**config.mk**
```make
export PLATFORM = sky130hd
export DESIGN_NAME = cpu_trace_serializer_flat
export DESIGN_NICKNAME = d
export VERILOG_FILES = /design/src/rtl/cpu_trace_serializer_if.sv /design/src/rtl/cpu_trace_serializer.sv /design/src/flat_wrapper.sv
export SDC_FILE = /design/constraint.sdc
export NUM_CORES = 1
export LEC_CHECK = 0
export BUFFER_PORTS_ARGS = -buffer_cell sky130_fd_sc_hd__buf_4
export CORE_UTILIZATION = 59
export CTS_BUF_LIST = sky130_fd_sc_hd__clkbuf_16
export DETAILED_ROUTE_END_ITERATION = 12
export PLACE_DENSITY_LB_ADDON = 0.08
export SLEW_MARGIN = 10
export SYNTH_ARGS = -nofsm -noshare
export SYNTH_HDL_FRONTEND = slang
export SYNTH_SLANG_ARGS = --single-unit
```
**constraint.sdc**
```tcl
create_clock -name clk -period 5 [get_ports clk]
set_input_delay 0.5 -clock clk [delete_from_list [all_inputs] [get_ports clk]]
set_output_delay 0.5 -clock clk [all_outputs]
set_load 0.005 [all_outputs]
```
**src/rtl/cpu_trace_serializer_if.sv**
```systemverilog
// Record handshake between a CPU write-back producer and the trace serializer.
// valid/ready: a record transfers on a rising clk edge where in_valid && in_ready;
// the producer holds in_valid and all in_* fields stable until that edge.
`timescale 1ns/1ps
interface cpu_trace_serializer_if;
  logic        in_valid;
  logic        in_ready;
  logic        in_kind;
  logic [13:0] in_time;
  logic [31:0] in_pc;
  logic [4:0]  in_grf;
  logic [31:0] in_addr;
  logic [31:0] in_data;

  modport master (
    output in_valid, in_kind, in_time, in_pc, in_grf, in_addr, in_data,
    input  in_ready
  );

  modport slave (
    input  in_valid, in_kind, in_time, in_pc, in_grf, in_addr, in_data,
    output in_ready
  );
endinterface

```
**src/rtl/cpu_trace_serializer.sv**
```systemverilog
// Serialises one write-back record into an ASCII trace line, one char per clock,
// after a 14-cycle double-dabble conversion of the time field.
`timescale 1ns/1ps
module cpu_trace_serializer #(
  parameter logic [7:0] IDLE_CHAR = 8'h00
) (
  input  logic                         clk,
  input  logic                         reset,
  cpu_trace_serializer_if.slave        rec,
  output logic [7:0]                   char,
  output logic                         frame_done,
  output logic [1:0]                   dbg_state
);
  typedef enum logic [1:0] {IDLE = 2'd0, CONV = 2'd1, EMIT = 2'd2} state_t;
  // slot = position in the longest possible line; slots absent from a frame are skipped
  localparam logic [5:0] SLOT_LAST = 6'd37;

  state_t      state, state_next;
  logic [5:0]  slot, slot_next;
  logic [3:0]  conv_cnt;
  logic [13:0] bin;
  logic [15:0] bcd;
  logic [11:0] bcd_adj;
  logic        kind;
  logic [31:0] pc, addr, data;
  logic [4:0]  grf;
  logic [3:0]  grf_tens, grf_ones;
  logic [7:0]  char_next;
  logic        frame_done_next, ready_next, in_ready_q, accept;

  function automatic logic [7:0] hex_char(input logic [3:0] n);
    return (n < 4'd10) ? (8'h30 + {4'h0, n}) : (8'h57 + {4'h0, n});
  endfunction

  function automatic logic [3:0] nib(input logic [31:0] w, input logic [2:0] i);
    return w[{i, 2'b00} +: 4];
  endfunction

  assign accept       = rec.in_valid && in_ready_q;
  assign rec.in_ready = in_ready_q;
  assign dbg_state    = state;
  assign grf_tens     = 4'(grf / 5'd10);
  assign grf_ones     = 4'(grf % 5'd10);

  // Thousands digit never reaches 5 before the last shift (input saturates at 9999)
  always_comb begin
    for (int i = 0; i < 3; i++)
      bcd_adj[i*4 +: 4] = (bcd[i*4 +: 4] >= 4'd5) ? bcd[i*4 +: 4] + 4'd3 : bcd[i*4 +: 4];
  end

  always_ff @(posedge clk) begin
    if (!reset) begin
      state      <= IDLE;
      slot       <= 6'd0;
      char       <= IDLE_CHAR;
      frame_done <= 1'b0;
      in_ready_q <= 1'b1;
    end else begin
      state      <= state_next;
      slot       <= slot_next;
      char       <= char_next;
      frame_done <= frame_done_next;
      in_ready_q <= ready_next;
    end
  end

  always_ff @(posedge clk) begin
    if (!reset) begin
      conv_cnt <= 4'd0;
      bin      <= 14'd0;
      bcd      <= 16'd0;
      kind     <= 1'b0;
      pc       <= 32'd0;
      grf      <= 5'd0;
      addr     <= 32'd0;
      data     <= 32'd0;
    end else if (state == IDLE && accept) begin
      conv_cnt <= 4'd0;
      bin      <= (rec.in_time > 14'd9999) ? 14'd9999 : rec.in_time;
      bcd      <= 16'd0;
      kind     <= rec.in_kind;
      pc       <= rec.in_pc;
      grf      <= rec.in_grf;
      addr     <= rec.in_addr;
      data     <= rec.in_data;
    end else if (state == CONV) begin
      conv_cnt <= conv_cnt + 4'd1;
      bcd      <= {bcd[14:12], bcd_adj, bin[13]};
      bin      <= {bin[12:0], 1'b0};
    end
  end

  always_comb begin
    state_next = state;
    slot_next  = slot;
    unique case (state)
      IDLE: if (accept) state_next = CONV;
      CONV: if (conv_cnt == 4'd13) begin
        state_next = EMIT;
        slot_next  = 6'd0;
      end
      EMIT: begin
        if (slot == SLOT_LAST) begin
          state_next = IDLE;
          slot_next  = 6'd0;
        end else begin
          case (slot)
            6'd0: begin
              if (bcd[15:12] != 4'd0)     slot_next = 6'd1;
              else if (bcd[11:8] != 4'd0) slot_next = 6'd2;
              else if (bcd[7:4] != 4'd0)  slot_next = 6'd3;
              else                        slot_next = 6'd4;
            end
            6'd16:   slot_next = (kind || grf_tens != 4'd0) ? 6'd17 : 6'd18;
            6'd18:   slot_next = kind ? 6'd19 : 6'd25;
            default: slot_next = slot + 6'd1;
          endcase
        end
      end
      default: state_next = IDLE;
    endcase
  end

  always_comb begin
    char_next       = IDLE_CHAR;
    frame_done_next = 1'b0;
    ready_next      = (state_next == IDLE);
    if (state_next == EMIT) begin
      frame_done_next = (slot_next == SLOT_LAST);
      case (slot_next) inside
        6'd0:           char_next = 8'h5e;
        6'd1:           char_next = hex_char(bcd[15:12]);
        6'd2:           char_next = hex_char(bcd[11:8]);
        6'd3:           char_next = hex_char(bcd[7:4]);
        6'd4:           char_next = hex_char(bcd[3:0]);
        6'd5:           char_next = 8'h40;
        [6'd6:6'd13]:   char_next = hex_char(nib(pc, 3'(6'd13 - slot_next)));
        6'd14:          char_next = 8'h3a;
        6'd15:          char_next = 8'h20;
        6'd16:          char_next = kind ? 8'h2a : 8'h24;
        6'd17:          char_next = kind ? hex_char(nib(addr, 3'd7)) : hex_char(grf_tens);
        6'd18:          char_next = kind ? hex_char(nib(addr, 3'd6)) : hex_char(grf_ones);
        [6'd19:6'd24]:  char_next = hex_char(nib(addr, 3'(6'd24 - slot_next)));
        6'd25, 6'd28:   char_next = 8'h20;
        6'd26:          char_next = 8'h3c;
        6'd27:          char_next = 8'h3d;
        [6'd29:6'd36]:  char_next = hex_char(nib(data, 3'(6'd36 - slot_next)));
        6'd37:          char_next = 8'h23;
        default:        char_next = IDLE_CHAR;
      endcase
    end
  end
endmodule

```
**src/flat_wrapper.sv**
```systemverilog
// flat-port wrapper written by rule: the top's interface ports become plain ports
module cpu_trace_serializer_flat 
#(
  parameter logic [7:0] IDLE_CHAR = 8'h00
)
  (clk, reset, char, frame_done, dbg_state, rec_in_valid, rec_in_kind, rec_in_time, rec_in_pc, rec_in_grf, rec_in_addr, rec_in_data, rec_in_ready);
  cpu_trace_serializer_if rec_i ();
  input  logic clk;
  input  logic reset;
  output logic [7:0] char;
  output logic frame_done;
  output logic [1:0] dbg_state;
  input wire logic [$bits(rec_i.in_valid)-1:0] rec_in_valid;
  input wire logic [$bits(rec_i.in_kind)-1:0] rec_in_kind;
  input wire logic [$bits(rec_i.in_time)-1:0] rec_in_time;
  input wire logic [$bits(rec_i.in_pc)-1:0] rec_in_pc;
  input wire logic [$bits(rec_i.in_grf)-1:0] rec_in_grf;
  input wire logic [$bits(rec_i.in_addr)-1:0] rec_in_addr;
  input wire logic [$bits(rec_i.in_data)-1:0] rec_in_data;
  output wire logic [$bits(rec_i.in_ready)-1:0] rec_in_ready;
  assign rec_i.in_valid = rec_in_valid;
  assign rec_i.in_kind = rec_in_kind;
  assign rec_i.in_time = rec_in_time;
  assign rec_i.in_pc = rec_in_pc;
  assign rec_i.in_grf = rec_in_grf;
  assign rec_i.in_addr = rec_in_addr;
  assign rec_i.in_data = rec_in_data;
  assign rec_in_ready = rec_i.in_ready;
  cpu_trace_serializer #(.IDLE_CHAR(IDLE_CHAR)) u_core (.clk(clk), .reset(reset), .rec(rec_i), .char(char), .frame_done(frame_done), .dbg_state(dbg_state));
endmodule
```
==> impl_metrics.toml <==
[clock_network]
clock_latency_ps = 430
cts-root-buf = "clkbuf_16"
htreeDepth = 4
tritoncts = "yes"
clk_pin_slew_ps = 60
cts-buffers-inserted = 17
cts_sinks = 153
cts_setup_buffers = 0
clk_path_buf_depth = 2

[floorplanning]
die_w_um = 130
die_h_um = 130
die_area_sq_um = 16800
rows = 46
core-area_sq_um = 15900
initial_core_util = 0.604
ios = 131

[route]
drc = 0
wl_per_cell_um = 16.2
viasPerCell = 5.89
highest_layer = "met4"
first_pass_iters = 7
wl_met2_mm = 11.8
drtIter0Drc = 744
wl_met1_mm = 11.2
ant_nets = 0
wirelength_mm = 24.8
vias = 9005
route.met3.wl_mm = 1.31

[sta]
period_needed_ps = 4760
setup_viol_count_final = 0
hold_violations = 0
fmax_ghz = 0.210
relSlewSlack = 0.307
finClkSkew_ps = 7.72
rsz0062_at_grt = "no"
fin_ws_ps = 236
tightest_slew_ps = 1040
finalSetupTns_ps = 0
fin_crit_sh = 0.953
drv_slew = 0
whs_ps = 328

[global_routing]
grt_usage = 0.301
antenna_found_initial = 0
grt_pass1_wl_mm = 39.8
gr-total-overflow = 0
grt_max_degree = 113
grt_pass1_vias = 8114

[yosys]
synth-edff-count = 0
synthFlopType = "dfxtp_1"
syn_avg_cell_area_sq_um = 7.94
synth-async-reset-ratio = 0
synth_cell_type_count = 87
yosys_warnings = 0
synthTopCellsByArea = "dfxtp_1, nand2_1, a21boi_0"
synthCells = 1208
yosysTopAreaCell = "dfxtp_1"
netlist_top_cells_count = "nand2_1, dfxtp_1, a21boi_0, a21oi_1, nor2_1"
ys_ff_latch = 153
synth.cell_area_sq_um = 9600
yosys.cell_count.top_type = "nand2_1"
synth_nets = 1360
seq_area_frac_synth = 0.319
synthDominantCellAreaShare = 0.319

[setup_path]
critPathLaunchType = "flop"
cp-end-kind = "flop"
crit_path_top_delay_cell = "mux4_2"
worst_ep_required_time_ps = 5300
slowest_delay_ps = 530
path_class = "reg2reg"
worstPathArrival_ps = 5060
crit_path_frequent_cell = "ha_1"
r2r_cells = 19
cp_cell_sequence = "nand2b_1 -> o21a_1 -> ha_1 -> o31ai_1 -> a32o_1 -> o21a_1 -> inv_4 -> ha_1 -> inv_1 -> a21oi_1 -> a22oi_4 -> buf_4 -> mux2i_1 -> mux4_2 -> ha_1 -> nand2_1 -> a311oi_1 -> a2111oi_0 -> o32ai_1"
critPathMaxFanout = 10

[placed_design]
portBuffers = 129
gp_congestion = 0.953
place_ws_ps = 250
dp_hpwl_mm = 18.0

[worst_hold_path]
hold_path_depth = 3
min_path_type = "in2reg"

[power_and_ir_drop]
ir_drop_mv = 0.240
total_power_uw = 3020
powerDensity_nw_per_um2 = 268
power_leakage_uw = 0.00443

[layout]
antenna_cells = 0
final_layout_size_suffix_gt1_frac = 0.181
area_growth_pct = 17.3
layout.nets = 1453
nFillCells = 1391
fin_util = 0.708

[job]
cap_violations = 0

[run_status]
status = "finished clean"
[what timing repair did]
| item | 4_1_cts | 5_1_grt |
|---|---|---|
| hold buffers | 0 | 0 |
| resized for setup | 0 | 1 |
| setup endpoints to repair | 0 | 3 |
[metal layers]
metal | global-route usage | up-vias
met3 | 0.0528 | 37
li1 | - | 4468
met2 | 0.503 | 280
met5 | 0 | -
met4 | 0.0958 | 0
met1 | 0.396 | 4220
[report_power, final]
part | switching [uW] | internal (uW) | leakage [uW] | total (uW)
clock | 530 | 683 | 0.000260 | 1210
combinational | 241 | 205 | 0.00292 | 447
sequential | 63.5 | 1300 | 0.00125 | 1360
total | 835 | 2190 | 0.00443 | 3020
[through the flow]
step / cells / cell area, sq um
finish: 1530 / 11300
floorplan: 1208 / 9600
global placement: 1498 / 10700
global route: 1530 / 11300
detailed placement: 1498 / 10700
CTS: 1530 / 11200
[registers in the layout (all words and copies together) (netlist names)]
signal	count
u_core.bin	14
u_core.kind	1
u_core.conv_cnt	4
u_core.addr	32
u_core.data	32
u_core.dbg_state	2
u_core.pc	32
u_core.slot	6
u_core.bcd	16
u_core.rec.in_ready	1
u_core.char	7
u_core.frame_done	1
u_core.grf	5
[cell type report]
cell class | instances | area, sq um | share of cell area
sequential | 153 | 3060 | 0.272
clock buffer | 17 | 425 | 0.0378
tap | 216 | 270 | 0.0240
inverter | 40 | 158 | 0.0140
timing repair buffer | 154 | 1170 | 0.104
multi-input combinational | 935 | 6040 | 0.537
clock inverter | 15 | 125 | 0.0111
[cells in the final DEF (no fill, tap or decap), types with 13 or more instances in the layout]
cell	count
inv_1	39
a31oi_1	21
mux2i_1	39
nand2b_1	16
nand2_1	264
mux2_2	13
o21ai_0	41
a21oi_1	66
nor2_1	65
a21boi_0	105
xnor2_1	13
ha_1	33
nor3_1	15
buf_4	153
mux4_2	13
clkbuf_16	17
dfxtp_1	153
nand3_1	31
[final timing paths]
check                                                 from                    endpoint  slack [ps]
worst min-delay path                         rec_in_pc[14]  u_core.pc[14]$_SDFFE_PN0P_         330
worst min register to register  u_core.pc[11]$_SDFFE_PN0P_  u_core.pc[11]$_SDFFE_PN0P_         460
worst max-delay path            u_core.grf[4]$_SDFFE_PN0P_   u_core.char[4]$_SDFF_PN0_         240
worst max register to register  u_core.grf[4]$_SDFFE_PN0P_   u_core.char[4]$_SDFF_PN0_         240
[worst max-delay path, delay by kind of cell (launching register included)]
family / cells / cell delay, ps
flip-flops: 1 / 390
AO/OA/AOI/OAI: 9 / 2150
adder cells (fa/ha/maj): 3 / 650
multiplexers: 2 / 620
AND/OR/NAND/NOR: 2 / 310
buffers and inverters: 3 / 510
[kinds of logic after synthesis]
group / synth area share
XOR/XNOR: 0.0210
multiplexers: 0.0914
buffers and inverters: 0.0533
adder cells (fa/ha/maj): 0.0430
AND/OR/NAND/NOR: 0.222
other: 0.000391
flip-flops: 0.319
AO/OA/AOI/OAI: 0.250
Note: power is estimated with default switching activity, not from simulation.
